## config.mk

```make
export PLATFORM = sky130hd
export DESIGN_NAME = mymul_driver
export DESIGN_NICKNAME = d
export VERILOG_FILES = /design/src/rtl/mymul_driver.sv
export SDC_FILE = /design/constraint.sdc
export NUM_CORES = 1
export LEC_CHECK = 0
export BUFFER_PORTS_ARGS = -buffer_cell sky130_fd_sc_hd__buf_2
export CAP_MARGIN = 40
export CORE_UTILIZATION = 51
export CTS_BUF_LIST = sky130_fd_sc_hd__clkbuf_4 sky130_fd_sc_hd__clkbuf_8 sky130_fd_sc_hd__clkbuf_16
export CTS_CLUSTER_SIZE = 25
export DETAILED_ROUTE_END_ITERATION = 10
export GPL_TIMING_DRIVEN = 0
export HOLD_SLACK_MARGIN = 0.08
export PLACE_DENSITY_LB_ADDON = 0.2
export SLEW_MARGIN = 0
export SYNTH_ARGS = -nofsm -noshare
export SYNTH_HDL_FRONTEND = slang
export SYNTH_SLANG_ARGS = --single-unit
```

## constraint.sdc

```tcl
create_clock -name clk -period 2.7 [get_ports clk]
set_clock_uncertainty 0.05 [all_clocks]
set_input_delay 0.54 -clock clk [delete_from_list [all_inputs] [get_ports clk]]
set_output_delay 0.54 -clock clk [all_outputs]
set_load 0.1 [all_outputs]
```

## src/rtl/mymul_driver.sv

```systemverilog
// Avalon-MM master that walks the 32x32 multiplier slave through its register
// protocol (A, B, CTL 0->1, settle, LO, HI) for each operand pair on a stream.
module mymul_driver #(
  parameter logic [31:0] BASE_ADDR     = 32'h0000_0000,
  parameter int unsigned SETTLE_CYCLES = 2
) (
  input  logic        clk,
  input  logic        reset_n,
  input  logic        in_valid,
  output logic        in_ready,
  input  logic [31:0] in_a,
  input  logic [31:0] in_b,
  output logic        out_valid,
  input  logic        out_ready,
  output logic [63:0] out_result,
  output logic [31:0] avm_address,
  output logic        avm_read,
  output logic        avm_write,
  output logic [31:0] avm_writedata,
  input  logic [31:0] avm_readdata,
  input  logic        avm_waitrequest,
  output logic        busy,
  output logic [15:0] done_count
);

  localparam logic [3:0] SETTLE_LD = 4'(SETTLE_CYCLES);

  typedef enum logic [3:0] {
    IDLE, WR_A, WR_B, WR_CLR, WR_GO, SETTLE, RD_LO, RD_HI, OUT
  } state_e;

  state_e      state_q, state_d;
  logic [31:0] a_q, a_d, b_q, b_d;
  logic [63:0] res_q, res_d;
  logic [3:0]  cnt_q, cnt_d;
  logic [15:0] done_q, done_d;

  logic        in_ready_q, in_ready_d;
  logic        out_valid_q, out_valid_d;
  logic        avm_read_q, avm_read_d;
  logic        avm_write_q, avm_write_d;
  logic [31:0] avm_address_q, avm_address_d;
  logic [31:0] avm_writedata_q, avm_writedata_d;
  logic [2:0]  word_d;

  logic accept, wr_ack, rd_ack, out_ack;
  assign accept  = in_valid && in_ready_q;
  assign wr_ack  = avm_write_q && !avm_waitrequest;
  assign rd_ack  = avm_read_q && !avm_waitrequest;
  assign out_ack = out_valid_q && out_ready;

  // State and datapath registers
  always_ff @(posedge clk or negedge reset_n) begin
    if (!reset_n) begin
      state_q         <= IDLE;
      a_q             <= '0;
      b_q             <= '0;
      res_q           <= '0;
      cnt_q           <= '0;
      done_q          <= '0;
      in_ready_q      <= 1'b0;
      out_valid_q     <= 1'b0;
      avm_read_q      <= 1'b0;
      avm_write_q     <= 1'b0;
      avm_address_q   <= BASE_ADDR;
      avm_writedata_q <= '0;
    end else begin
      state_q         <= state_d;
      a_q             <= a_d;
      b_q             <= b_d;
      res_q           <= res_d;
      cnt_q           <= cnt_d;
      done_q          <= done_d;
      in_ready_q      <= in_ready_d;
      out_valid_q     <= out_valid_d;
      avm_read_q      <= avm_read_d;
      avm_write_q     <= avm_write_d;
      avm_address_q   <= avm_address_d;
      avm_writedata_q <= avm_writedata_d;
    end
  end

  // Next state; every bus phase advances only on an accepted transfer
  always_comb begin
    state_d = state_q;
    a_d     = a_q;
    b_d     = b_q;
    res_d   = res_q;
    cnt_d   = cnt_q;
    done_d  = done_q;
    unique case (state_q)
      IDLE: if (accept) begin
        a_d     = in_a;
        b_d     = in_b;
        state_d = WR_A;
      end
      WR_A:   if (wr_ack) state_d = WR_B;
      WR_B:   if (wr_ack) state_d = WR_CLR;
      WR_CLR: if (wr_ack) state_d = WR_GO;
      WR_GO: if (wr_ack) begin
        state_d = SETTLE;
        cnt_d   = SETTLE_LD;
      end
      SETTLE: begin
        cnt_d = cnt_q - 4'd1;
        if (cnt_q <= 4'd1) state_d = RD_LO;
      end
      RD_LO: if (rd_ack) begin
        res_d[31:0] = avm_readdata;
        state_d     = RD_HI;
      end
      RD_HI: if (rd_ack) begin
        res_d[63:32] = avm_readdata;
        state_d      = OUT;
      end
      OUT: if (out_ack) begin
        done_d  = done_q + 16'd1;
        state_d = IDLE;
      end
      default: state_d = IDLE;
    endcase
  end

  // Bus and handshake outputs are registered from the upcoming state, so a
  // stalled transfer re-presents identical address/data/strobe every cycle.
  always_comb begin
    in_ready_d      = (state_d == IDLE);
    out_valid_d     = (state_d == OUT);
    avm_read_d      = 1'b0;
    avm_write_d     = 1'b0;
    avm_writedata_d = '0;
    word_d          = 3'd0;
    unique case (state_d)
      WR_A:   begin avm_write_d = 1'b1; word_d = 3'd0; avm_writedata_d = a_d;   end
      WR_B:   begin avm_write_d = 1'b1; word_d = 3'd1; avm_writedata_d = b_d;   end
      WR_CLR: begin avm_write_d = 1'b1; word_d = 3'd4; avm_writedata_d = 32'd0; end
      WR_GO:  begin avm_write_d = 1'b1; word_d = 3'd4; avm_writedata_d = 32'd1; end
      RD_LO:  begin avm_read_d  = 1'b1; word_d = 3'd2; end
      RD_HI:  begin avm_read_d  = 1'b1; word_d = 3'd3; end
      default: ;
    endcase
    avm_address_d = BASE_ADDR + {27'd0, word_d, 2'b00};
  end

  assign in_ready      = in_ready_q;
  assign out_valid     = out_valid_q;
  assign out_result    = res_q;
  assign avm_read      = avm_read_q;
  assign avm_write     = avm_write_q;
  assign avm_address   = avm_address_q;
  assign avm_writedata = avm_writedata_q;
  assign busy          = (state_q != IDLE);
  assign done_count    = done_q;

endmodule

```

Yosys cells after proc, flatten, opt, wreduce, memory -nomap -nowiden
Index checks and enable logic that the tools add are counted.
- add/subtract/negate cells: 2
- magnitude comparators: 1
- eq/ne operators: 16
- multiplexer cells: 20
- reduce and logical (&&, ||, !) cells: 16
- operators with widths (kind ; number):
    two-way mux 32 bit ; 4
    one-hot mux 32 bit (3 select lines) ; 1
    two-way mux 4 bit ; 10
    one-hot mux 4 bit (9 select lines) ; 1
    equality test 4 x 3 -> 1 bit, second input constant ; 7
    adder 16 x 1 -> 16 bit, second input constant ; 1
    equality test 4 x 2 -> 1 bit, second input constant ; 4
    one-hot mux 3 bit (4 select lines) ; 1
    equality test 4 x 1 -> 1 bit, second input constant ; 2
    equality test 4 bit, second input constant ; 2
    zero test 4 bit ; 2
    one-hot mux 4 bit (2 select lines) ; 1
    AND reduction 2 bit ; 4
    less-or-equal comparator 4 x 1 -> 1 bit, second input constant ; 1
    logical AND 1 bit ; 4
    nonzero test 4 bit ; 1
    OR reduction 2 bit ; 2
    OR reduction 4 bit ; 1
    subtractor 4 x 1 -> 4 bit, second input constant ; 1
    two-way mux 1 bit ; 2
    inequality test 2 bit, second input constant ; 1
    nonzero test 2 bit ; 1
    zero test 1 bit ; 1
- register bits: 191
- input port bits: 101
- output and inout bits: 149
- word-level logic and storage cells: 68

Depth between registers and ports, before layout
- depth in word-level cells: 7
- depth in mapped cells: 10
- gate-level depth less buffers: 8

Worst setup path before layout
OpenSTA, ideal clock, no wires.
- path kind: reg2reg
- from: reg avm_read_q, in the netlist avm_read
- to: reg avm_writedata_q[3], in the netlist avm_writedata[3]
- setup time: 135 ps
- arrival: 2127 ps
- required time: 2515 ps
- slack: 388 ps
- stages on the path, launching flop included: 8
- path buffers: 1
- clock period less this slack: 2312 ps
- cells stage by stage: dfrtp_1 -> and3b_1 -> and2_1 -> o41ai_4 -> nor2_2 -> buf_2 -> nand3_1 -> o31ai_1
- word-level cells in the longest chain between the ends: 5
- elaborated cells between the ends (all ways): 8
- classes of those cells: eq/ne: 3; mux: 4; reduce/logical: 1
- ends and longest elaborated chain (what ; line ; text):
    start: declaration ; 40 ; logic avm_read_q, avm_read_d;
    start signal: assignment ; 76 ; avm_read_q <= avm_read_d;
    logical AND 1 bit (*) ; 49 ; assign rd_ack = avm_read_q && !avm_waitrequest;
    two-way mux 4 bit, on equally long branches ; 112, 108 ;
    one-hot mux 4 bit (9 select lines) (*) ; 91 ; unique case (state_q)
    named net state_d[1] ; 32 ; state_e state_q, state_d;
    equality test 4 x 3 -> 1 bit, or another cell as far along ; 133 ; unique case (state_d)
    one-hot mux 32 bit (3 select lines) (*) ; 133 ;
    named net avm_writedata_d[3] ; 43 ; logic [31:0] avm_writedata_q, avm_writedata_d;
    end signal: assignment ; 79 ; avm_writedata_q <= avm_writedata_d;
    end: declaration ; 43 ;
The timed path passes the listed nets; every way through them passes the cells marked *.
A chain may end at the register's enable or synchronous reset.

Final worst setup path
- from: reg cnt_q[0]
- to: reg avm_writedata_q[7], in the netlist avm_writedata[7]
- word-level cells in the longest chain between the ends: 5
- elaborated cells between the ends (all ways): 7
- classes of those cells: order compare: 1; eq/ne: 3; mux: 3
- ends and longest elaborated chain (what ; line ; text):
    start: declaration ; 35 ; logic [3:0] cnt_q, cnt_d;
    start signal: assignment ; 72 ; cnt_q <= cnt_d;
    less-or-equal comparator 4 x 1 -> 1 bit (*) ; 106 ; if (cnt_q <= 4'd1) state_d = RD_LO;
    two-way mux 4 bit (*) ; 106 ;
    one-hot mux 4 bit (9 select lines) (*) ; 91 ;
    named net state_d[1] ; 32 ;
    equality test 4 x 3 -> 1 bit, or another cell as far along ; 133 ;
    one-hot mux 32 bit (3 select lines) (*) ; 133 ;
    named net avm_writedata_d[7] ; 43 ;
Marked as above.

==> out/results.tsv <==
metric	value	unit
cells after synthesis	587	
final worst path period share	0.902	
CTS tree	built	
dominant cell by count in the synthesized netlist	dfrtp_1	
Arr. time, crit path	2.71	ns
top cells by area, synth	dfrtp_1 (61%), mux2_2 (14%), mux2i_1 (3.9%)	
Clock transition at path regs	0.07	ns
Final Hold Vio Count	0	
CTS hold repair buffers	1	
Setup Crit Path Kind	reg -> reg	
H-tree Lvls	4	
post-route DRC violation count	0	
die height	126	µm
Mapped Area	0.00786	mm²
DRT Pass-1 Iters	5	
Seq/Total Area, Yosys	0.608	
Max Root-Sink Buffers	2	
Max Cap Viol	0	
Root Buffer	clkbuf_16	
global-route wire length before repair	28.4	mm
layout net count	960	
CTS Buf Count	17	
setup violation total in the final timing report	0	
Clock Sinks	191	
gr ovfl total	0	
vias per cell	5.15	
Synth area leader	dfrtp_1	
Crit. End Element	register	
post-cts resize count	0	
post-synth top area share	0.608	
WL final	17.6	mm
core box area	0.0148	mm²
clock latency on the worst-skew pair	0.43	ns
Worst Max-Slew Pin Slew	0.633	ns
max-slew violations	0	
unrepaired setup endpoints after global routing	false	
largest net degree at the start of global routing	109	
layout cells sized above 1	0.479	
min cycle time layout	2.44	ns
# rows	44	
Slowest-stage cell, CP	dfrtp_1	
Hold WC Path Type	in -> reg	
Top FF cell, synth	dfrtp_1	
1st-iter DRT viols	199	
Worst EP required	2.97	ns
WL/cell	16.7	µm
routability cong.	0.829	
fmax	0.411	GHz
vias	5433	
CP max stage delay	0.42	ns
YS warnings	0	
flop and latch count out of synthesis	191	
initial core utilization	0.532	
Worst setup SP type	register	
Synth cell types	44	
vias in the first global route	5734	
number of flops mapped to enable cells by yosys	0	
Synth top cells by count	dfrtp_1 (191), mux2_2 (96), nand3_1 (42), buf_4 (35), inv_1 (34)	
setup bufs post-CTS	0	
Slew headroom	0.578	
Area Growth Syn to Fin	26.5	%
status	finished, final reports clean	
Synth Area per Inst	13.4	µm²
Fin Hold WS	0.299	ns
CP cell instances	inv_1 > ha_1 > or2_2 > a21oi_1 > o41ai_4 > nor2_2 > buf_2 > nand3_1 > o31ai_1	
Final HPWL DP	12.8	mm
Worst Path Max Fanout	10	
Total GRT Usage	0.231	
post-route ant nets	0	
initial antenna violation count	2	
I/O Buffers	220	
Die Area	0.0159	mm²
IO Count	250	
Die Width	126	µm
async set-reset flop share out of synthesis	1.00	
final timing paths:
kind                                 from               end  slack, ns  cells past startpoint
min reg2reg                done_count[15]    done_count[15]       0.43                      1
max reg2reg                      cnt_q[0]  avm_writedata[7]       0.26                      9
max                              cnt_q[0]  avm_writedata[7]       0.26                      9
max in group asynchronous         reset_n           a_q[29]       1.04                      3
min                              in_b[11]           b_q[11]       0.30                      3
min in group asynchronous         reset_n     done_count[9]       0.64                      2
through the flow:
stage	cell area, µm²	cells	util	setup WS, ns	TNS, ns
floorplan	7960	615	-	0.388	0
global placement	9290	1019	0.630	-1.83	-347.58
detailed placement	9330	1020	0.632	0.289	0
CTS	9930	1053	0.673	0.253	0
global route	9940	1054	0.674	0.136	0
finish	9940	1055	0.674	0.264	0
kinds of logic after synthesis:
logic type      share of synthesized area
compound gates                     0.0414
mux                                 0.182
simple gates                       0.0771
buf+inv                            0.0670
xor+xnor                           0.0190
other cells                      0.000477
flops                               0.608
fa+ha+maj                         0.00478
registers in the layout (all words and copies together), names as in the netlist:
| signal | cells |
|---|---|
| a_q | 32 |
| avm_writedata | 32 |
| cnt_q | 4 |
| b_q | 32 |
| out_valid | 1 |
| out_result | 64 |
| avm_read | 1 |
| avm_address | 3 |
| avm_write | 1 |
| state_q | 4 |
| in_ready | 1 |
| done_count | 16 |
cell usage in the layout (no fill, tap or decap), types with 3 or more instances in the layout:
cell,netlist,final
and3_1,7,7
buf_2,16,235
buf_4,35,35
clkbuf_1,5,5
clkbuf_16,0,17
clkinv_4,0,4
conb_1,1,29
dfrtp_1,191,191
ha_1,3,3
inv_1,34,34
inv_6,0,4
inv_8,0,4
mux2_2,96,96
mux2i_1,31,31
nand2_1,16,16
nand2b_1,4,4
nand3_1,42,42
nand4_1,5,5
nor2_1,9,9
nor2b_1,3,3
nor3_2,3,3
o21ai_0,6,6
o31ai_1,31,31
xnor2_1,13,13
xor2_1,4,4
routing by layer:
layer,GRT usage,vias up,part of all wire
met5,0,-,0
met4,0.0829,0,0.019
met3,0.0722,28,0.068
met2,0.387,183,0.50
met1,0.284,2709,0.41
li1,-,2513,-
layout make-up:
cell class | count | area [µm²]
multi-input combinational | 330 | 2660
antenna | 2 | 5.00
sequential | 191 | 4780
fill | 1174 | 4810
buffer | 60 | 399
tap | 184 | 230
timing repair buffer | 222 | 1150
clock buffer | 17 | 425
clock inverter | 15 | 169
inverter | 34 | 128
worst max-delay path, delay by kind of cell, from the launching register on:
family                     cells  cell delay (ns)
DFF                            1             0.42
AOI/OAI and AO/OA              3             0.61
adders and majority gates      1             0.20
buffers and inverters          2             0.37
and+or+nand+nor                3             0.68
Power is not shown: default switching activity piles up to over one toggle a cycle in this logic, so the estimate is an artifact.
